### config.mk
export PLATFORM = sky130hd
export DESIGN_NAME = load_store_unit
export DESIGN_NICKNAME = d
export VERILOG_FILES = /design/src/rtl/load_store_unit_pkg.sv /design/src/rtl/load_store_unit_lane.sv /design/src/rtl/load_store_unit.sv
export SDC_FILE = /design/constraint.sdc
export NUM_CORES = 1
export LEC_CHECK = 0
export CAP_MARGIN = 25
export CORE_ASPECT_RATIO = 1.1
export CORE_UTILIZATION = 44
export DETAILED_ROUTE_END_ITERATION = 10
export GPL_TIMING_DRIVEN = 0
export PLACE_DENSITY = 0.78
export SLEW_MARGIN = 20
export SYNTH_ARGS = -nofsm -noshare
export SYNTH_HDL_FRONTEND = slang
export SYNTH_HIERARCHICAL = 1
export SYNTH_SLANG_ARGS = --single-unit
### constraint.sdc
create_clock -name i_clk -period 1.9 [get_ports i_clk]
set_input_delay 0.38 -clock i_clk [delete_from_list [all_inputs] [get_ports i_clk]]
set_output_delay 0.38 -clock i_clk [all_outputs]
set_load 0.01 [all_outputs]
### src/rtl/load_store_unit_pkg.sv
// load_store_unit_pkg: funct3 codes, FSM state encoding, access-size type and
// the byte-swap helper shared by the load/store unit files.
// Build option: define LSU_MISALIGN_CHECK_EN to reject misaligned/illegal requests.
`ifndef WORD_SIZE
`define WORD_SIZE 32
`endif

package load_store_unit_pkg;

  localparam int unsigned WORD_SIZE = `WORD_SIZE;

  // RV32I load/store funct3 codes
  localparam logic [2:0] LSU_B  = 3'd0;
  localparam logic [2:0] LSU_H  = 3'd1;
  localparam logic [2:0] LSU_W  = 3'd2;
  localparam logic [2:0] LSU_BU = 3'd4;
  localparam logic [2:0] LSU_HU = 3'd5;

  // FSM state encoding
  localparam logic [1:0] ST_IDLE  = 2'd0;
  localparam logic [1:0] ST_READ  = 2'd1;
  localparam logic [1:0] ST_WRITE = 2'd2;
  localparam logic [1:0] ST_RESP  = 2'd3;

  typedef enum logic [1:0] {
    SZ_B = 2'd0,
    SZ_H = 2'd1,
    SZ_W = 2'd2
  } lsu_size_e;

  // Memory read word is big-endian (byte addr+0 in [31:24]); flip to little-endian.
  function automatic logic [31:0] byte_swap(input logic [31:0] i_word);
    return {i_word[7:0], i_word[15:8], i_word[23:16], i_word[31:24]};
  endfunction

endpackage

### src/rtl/load_store_unit_lane.sv
// load_store_unit_lane: combinational datapath of the load/store unit.
// Byte-swaps the memory read word, extracts and extends load lanes, and merges
// sub-word store data into the old word for read-modify-write.
module load_store_unit_lane
  import load_store_unit_pkg::*;
(
  input  logic [WORD_SIZE-1:0] i_mem_rd,
  input  logic [1:0]           i_lane,
  input  lsu_size_e            i_size,
  input  logic                 i_unsigned,
  input  logic [WORD_SIZE-1:0] i_wdata,
  output logic [WORD_SIZE-1:0] o_load_data,
  output logic [WORD_SIZE-1:0] o_merged
);

  logic [31:0] w_le;
  logic [7:0]  w_byte;
  logic [15:0] w_half;

  assign w_le   = byte_swap(i_mem_rd);
  assign w_half = i_lane[1] ? w_le[31:16] : w_le[15:0];

  // Select the addressed byte lane of the little-endian word
  always_comb begin
    w_byte = w_le[7:0];
    case (i_lane)
      2'd0:    w_byte = w_le[7:0];
      2'd1:    w_byte = w_le[15:8];
      2'd2:    w_byte = w_le[23:16];
      2'd3:    w_byte = w_le[31:24];
      default: w_byte = w_le[7:0];
    endcase
  end

  // Sign- or zero-extend the selected lane to a full load result
  always_comb begin
    o_load_data = w_le;
    case (i_size)
      SZ_B:    o_load_data = {{24{~i_unsigned & w_byte[7]}}, w_byte};
      SZ_H:    o_load_data = {{16{~i_unsigned & w_half[15]}}, w_half};
      SZ_W:    o_load_data = w_le;
      default: o_load_data = w_le;
    endcase
  end

  // Overlay the store lane onto the old word; full-word stores replace it
  always_comb begin
    o_merged = w_le;
    case (i_size)
      SZ_B: begin
        case (i_lane)
          2'd0:    o_merged[7:0]   = i_wdata[7:0];
          2'd1:    o_merged[15:8]  = i_wdata[7:0];
          2'd2:    o_merged[23:16] = i_wdata[7:0];
          2'd3:    o_merged[31:24] = i_wdata[7:0];
          default: o_merged[7:0]   = i_wdata[7:0];
        endcase
      end
      SZ_H: begin
        if (i_lane[1]) begin
          o_merged[31:16] = i_wdata[15:0];
        end else begin
          o_merged[15:0] = i_wdata[15:0];
        end
      end
      SZ_W:    o_merged = i_wdata;
      default: o_merged = i_wdata;
    endcase
  end

endmodule

### src/rtl/load_store_unit.sv
// load_store_unit: core-side initiator for the byte-addressed data memory.
// Accepts one request at a time, sequences read / write cycles (sub-word stores
// become read-modify-write) and returns a one-cycle response.
// Build option: LSU_MISALIGN_CHECK_EN -- when defined, misaligned or illegal
// requests are answered with o_rsp_err and no memory access; otherwise the
// address is naturally aligned and illegal funct3 behaves as a word access.
module load_store_unit
  import load_store_unit_pkg::*;
(
  input  logic                 i_clk,
  input  logic                 i_rst,
  input  logic                 i_req_valid,
  output logic                 o_req_ready,
  input  logic                 i_req_we,
  input  logic [2:0]           i_req_funct3,
  input  logic [WORD_SIZE-1:0] i_req_addr,
  input  logic [WORD_SIZE-1:0] i_req_wdata,
  output logic                 o_rsp_valid,
  output logic [WORD_SIZE-1:0] o_rsp_rdata,
  output logic                 o_rsp_err,
  output logic [WORD_SIZE-1:0] o_mem_addr,
  output logic [WORD_SIZE-1:0] o_mem_wd,
  output logic                 o_mem_wen,
  output logic                 o_mem_ren,
  input  logic [WORD_SIZE-1:0] i_mem_rd
);

  logic [1:0]  r_state;
  logic        r_we;
  lsu_size_e   r_size;
  logic        r_unsigned;
  logic [31:0] r_addr;
  logic [31:0] r_wdata;
  logic        r_err;
  logic [31:0] r_data;   // load result, merged word or SW data

  lsu_size_e   w_size_raw;
  lsu_size_e   w_size;
  logic        w_uns;
  logic        w_legal;
  logic        w_misalign;
  logic [31:0] w_addr_aligned;
  logic [31:0] w_addr;
  logic        w_err;
  logic [31:0] w_load_data;
  logic [31:0] w_merged;

  // Decode funct3 into access size / signedness and flag illegal encodings
  always_comb begin
    w_size_raw = SZ_W;
    w_uns      = 1'b0;
    w_legal    = 1'b1;
    case (i_req_funct3)
      LSU_B:   w_size_raw = SZ_B;
      LSU_H:   w_size_raw = SZ_H;
      LSU_W:   w_size_raw = SZ_W;
      LSU_BU: begin
        w_size_raw = SZ_B;
        w_uns      = ~i_req_we;
        w_legal    = ~i_req_we;
      end
      LSU_HU: begin
        w_size_raw = SZ_H;
        w_uns      = ~i_req_we;
        w_legal    = ~i_req_we;
      end
      default: w_legal = 1'b0;
    endcase
  end

  assign w_size = w_legal ? w_size_raw : SZ_W;

  // Detect misalignment and compute the naturally aligned address
  always_comb begin
    w_misalign     = 1'b0;
    w_addr_aligned = i_req_addr;
    case (w_size)
      SZ_B: begin
        w_misalign     = 1'b0;
        w_addr_aligned = i_req_addr;
      end
      SZ_H: begin
        w_misalign     = i_req_addr[0];
        w_addr_aligned = {i_req_addr[31:1], 1'b0};
      end
      SZ_W: begin
        w_misalign     = |i_req_addr[1:0];
        w_addr_aligned = {i_req_addr[31:2], 2'b00};
      end
      default: begin
        w_misalign     = |i_req_addr[1:0];
        w_addr_aligned = {i_req_addr[31:2], 2'b00};
      end
    endcase
  end

`ifdef LSU_MISALIGN_CHECK_EN
  assign w_err  = ~w_legal | w_misalign;
  assign w_addr = i_req_addr;
`else
  assign w_err  = 1'b0;
  assign w_addr = w_misalign ? w_addr_aligned : i_req_addr;
`endif

  load_store_unit_lane u_lane (
    .i_mem_rd    (i_mem_rd),
    .i_lane      (r_addr[1:0]),
    .i_size      (r_size),
    .i_unsigned  (r_unsigned),
    .i_wdata     (r_wdata),
    .o_load_data (w_load_data),
    .o_merged    (w_merged)
  );

  // Request registers and IDLE -> READ/WRITE -> RESP sequencing
  always_ff @(posedge i_clk) begin
    if (i_rst) begin
      r_state    <= ST_IDLE;
      r_we       <= 1'b0;
      r_size     <= SZ_B;
      r_unsigned <= 1'b0;
      r_addr     <= 32'h0000_0000;
      r_wdata    <= 32'h0000_0000;
      r_err      <= 1'b0;
      r_data     <= 32'h0000_0000;
    end else begin
      case (r_state)
        ST_IDLE: begin
          if (i_req_valid) begin
            r_we       <= i_req_we;
            r_size     <= w_size;
            r_unsigned <= w_uns;
            r_addr     <= w_addr;
            r_wdata    <= i_req_wdata;
            r_err      <= w_err;
            if (w_err) begin
              r_data  <= 32'h0000_0000;
              r_state <= ST_RESP;
            end else if (i_req_we && (w_size == SZ_W)) begin
              r_data  <= i_req_wdata;
              r_state <= ST_WRITE;
            end else begin
              r_data  <= 32'h0000_0000;
              r_state <= ST_READ;
            end
          end else begin
            r_state <= ST_IDLE;
          end
        end
        ST_READ: begin
          if (r_we) begin
            r_data  <= w_merged;
            r_state <= ST_WRITE;
          end else begin
            r_data  <= w_load_data;
            r_state <= ST_RESP;
          end
        end
        ST_WRITE: begin
          r_data  <= 32'h0000_0000;   // stores respond with zero data
          r_state <= ST_RESP;
        end
        ST_RESP: r_state <= ST_IDLE;
        default: r_state <= ST_IDLE;
      endcase
    end
  end

  // Decode state into handshake / memory strobes, all forced low during reset
  always_comb begin
    o_req_ready = 1'b0;
    o_mem_ren   = 1'b0;
    o_mem_wen   = 1'b0;
    o_mem_wd    = 32'h0000_0000;
    o_rsp_valid = 1'b0;
    o_rsp_err   = 1'b0;
    o_rsp_rdata = 32'h0000_0000;
    o_mem_addr  = 32'h0000_0000;
    if (!i_rst) begin
      o_mem_addr = {r_addr[31:2], 2'b00};
      case (r_state)
        ST_IDLE:  o_req_ready = 1'b1;
        ST_READ:  o_mem_ren   = 1'b1;
        ST_WRITE: begin
          o_mem_wen = 1'b1;
          o_mem_wd  = r_data;
        end
        ST_RESP: begin
          o_rsp_valid = 1'b1;
          o_rsp_err   = r_err;
          o_rsp_rdata = r_data;
        end
        default: o_req_ready = 1'b0;
      endcase
    end else begin
      o_mem_addr = 32'h0000_0000;
    end
  end

endmodule

==> summary.txt <==
Run status
  – Status: finished with violations
  – Failing checks: setup timing

Floorplan
  – Area of the core: 15230 um2
  – Starting density of the core: 45.67%
  – Die width: 121.9 um
  – Die area: 16310 um2
  – # rows: 47
  – Chip Height: 133.9 um
  – Top Ports: 204

Timing
  – Tmin final: 2.073 ns
  – Final Max Slew Viols: 0
  – Fmax: 482.4 MHz
  – Slew headroom: 46.90%
  – Unrepaired setup endpoints after global routing: yes
  – Final hold vios: 0
  – Final period utilization: 109.1%
  – # setup viols final: 90
  – Slew @ Worst Pin: 0.7965 ns
  – Setup TNS: -8.213 ns
  – Setup ws final: -0.1730 ns
  – Layout Skew: 0.01180 ns
  – Hold Slack: 0.4507 ns

Global routing
  – Initial antenna violation count: 0
  – First-pass GRT wire length: 40630 um
  – Largest net degree at the start of global routing: 18
  – Vias in the first global route: 7416
  – Total GRT Usage: 32.41%
  – Congestion Overflow GR: 0

Clocking
  – Sink Count: 102
  – Htree depth: 3
  – CTS tree: yes
  – CTS clk-pin slew, worst paths: 0.07 ns
  – CTS hold repair buffers: 0
  – Longest Clk Path Bufs: 2
  – CTS buffer count: 9
  – Worst skew pair latency: 0.36 ns
  – Root Driver: clkbuf_16

Yosys
  – Synth warn: 6
  – Area of the mapped netlist: 6955 um2
  – Ys flop type: dfxtp_1
  – Seq/Total Area, Yosys: 29.36%
  – Post-synthesis cell type count: 46
  – Flops & latches, synth: 102
  – Async set or reset register ratio after synthesis: 0%
  – Number of flops mapped to enable cells by yosys: 0
  – Synth Instances: 847
  – Avg Cell Area, Syn: 8.212 um2

Finish
  – Layout area overhead: 56.34%
  – # diodes: 0
  – Final #Nets: 1198
  – Share of post-route cells with drive strength above 1: 37.14%

Detailed routing
  – Routed met1 length: 10570 um
  – DRT Pass-1 Iters: 6
  – Top routing layer used: met4
  – Mean routed wirelength per cell: 20.96 um
  – Antenna Nets Post-Route: 0
  – Detailed-route DRC error count: 0
  – Iter 0 DRT Violations: 587
  – Via/cell ratio: 5.958
  – DR WL met2: 12790 um
  – Met3 WL: 2660 um
  – Via count: 7698
  – Total wire length: 27080 um

Critical path
  – Setup Crit Path Kind: register to register
  – Critical path peak fanout: 8
  – CP arrival: 2.30 ns
  – Worst EP required: 2.12 ns
  – CP Launch Type: register
  – Setup crit end kind: register

Pwr
  – Worst vdd ir: 0.5671 mV
  – Power, Total: 6.695 mW
  – Cell leakage power: 4.417 nW
  – PwrDens: 615.6 nW/um2

Job
  – Max-cap viol count: 0

Place
  – Final GP Congestion: 0.9679
  – DP Wirelength: 18360 um
  – IO buf count: 199

Min path
  – Worst Hold Class: register to register
-- layout make-up --
cell class	instances	area [um2]
clock buffers	11	232.7
repair buffers	233	2421
inverters	5	21.27
flip-flops and latches	102	2062
clock inverters	5	42.54
well taps	196	245.2
fillers	1131	4357
plain buffers	87	683.2
multi-input cells	653	5166
-- flip-flops by register name, indices dropped and copies added (netlist names) --
register and count:
r_size 2, r_state 2, r_we 1, r_wdata 32, r_data 32, r_addr 32, r_unsigned 1
-- path summary, 6_finish.rpt --
path | from | to | slack, ns | cells after the start
worst max-delay path | r_addr[0]$_SDFFE_PP0P_ | r_data[9]$_SDFFE_PP0P_ | -0.17 | 9
worst min-delay path | r_addr[20]$_SDFFE_PP0P_ | r_addr[20]$_SDFFE_PP0P_ | 0.45 | 2
worst max register to register | r_addr[0]$_SDFFE_PP0P_ | r_data[9]$_SDFFE_PP0P_ | -0.17 | 9
worst min register to register | r_addr[20]$_SDFFE_PP0P_ | r_addr[20]$_SDFFE_PP0P_ | 0.45 | 2
-- logic make-up (layout without fill, tap and decap cells) --
family	after synthesis	in the layout	synth area share (%)
other cells	1	3	0.05391
mux	82	82	13.87
fa+ha+maj	4	4	0.7196
simple gates	334	334	23.08
buf+inv	94	341	7.339
flops	102	102	29.36
compound gates	230	230	25.58
-- synthesized netlist by cell type, types with 2 or more instances --
cell,instances,area [um2]
a221o_1,8,80.08
a211oi_1,12,90.09
dfxtp_1,102,2042
ha_1,4,50.05
inv_1,3,11.26
a21o_1,2,15.01
buf_4,15,112.6
a32oi_1,34,297.8
a211oi_2,28,350.3
clkbuf_1,35,131.4
buf_1,3,11.26
o22ai_1,7,43.79
mux2i_1,33,330.3
o221ai_2,4,60.06
nor2b_1,44,275.3
buf_2,27,135.1
mux4_2,7,157.7
o21ai_1,17,85.08
a21oi_1,67,335.3
and2_1,73,456.7
nand2_1,155,581.8
nor2_1,46,172.7
mux2_2,41,461.7
o221ai_1,21,183.9
nand2b_1,6,37.54
buf_6,9,101.4
a22oi_1,25,187.7
-- layout by cell type, fill, tap and decap left out, types with 14 or more instances in the layout --
cell type and count:
buf_2 37, o221ai_1 16, buf_4 26, nor2b_1 39, a22oi_1 17, and2_1 22
dfxtp_1 96, mux2_4 30, nor2_1 42, a32oi_2 29, a211oi_2 29, nand2_1 155
clkdlybuf4s50_1 114, clkbuf_1 18, buf_6 77, mux2i_1 32, o21ai_2 14, a21oi_1 67
and2_4 51
-- repair_timing --
| action | 4_1_cts | 5_1_grt |
|---|---|---|
| resized for setup | 469 | 144 |
| endpoints found under the setup margin | 128 | 125 |
| gates cloned | 10 | 0 |
| setup buffers | 23 | 5 |
| hold endpoints to repair | 0 | 0 |
| pin swaps | 81 | 38 |
-- worst max-delay path, stage by stage, from the launching register on --
cell and delay, ns:
dfxtp_2 0.35, buf_8 0.14, buf_6 0.10, mux2i_2 0.21, a211o_4 0.27, buf_6 0.15
o221ai_2 0.11, mux2_4 0.30, a32oi_2 0.20, a211oi_2 0.09
-- routing by layer --
| metal | GRT usage [%] | vias up |
|---|---|---|
| met1 | 39.21 | 3603 |
| met4 | 14.61 | 0 |
| li1 | - | 3523 |
| met2 | 53.64 | 481 |
| met5 | 0 | - |
| met3 | 8.163 | 91 |
-- metrics by stage --
| step | utilization [%] | setup WS (ns) | instance area (um2) | cells |
|---|---|---|---|---|
| global placement | 60.49 | -0.7480 | 9214 | 1244 |
| global route | 71.40 | -0.1989 | 10870 | 1292 |
| floorplan | - | 0.02843 | 6977 | 849 |
| finish | 71.40 | -0.1730 | 10870 | 1292 |
| CTS | 67.87 | -0.1423 | 10340 | 1292 |
| detailed placement | 60.49 | -0.7690 | 9214 | 1244 |
-- power by group --
| part | internal, mW | switching, mW | leakage, nW | total [mW] |
|---|---|---|---|---|
| sequential | 2.32 | 0.171 | 0.843 | 2.49 |
| clock | 0.911 | 0.897 | 0.136 | 1.81 |
| combinational | 1.16 | 1.24 | 3.44 | 2.40 |
Power figures use the tool's default switching activity.
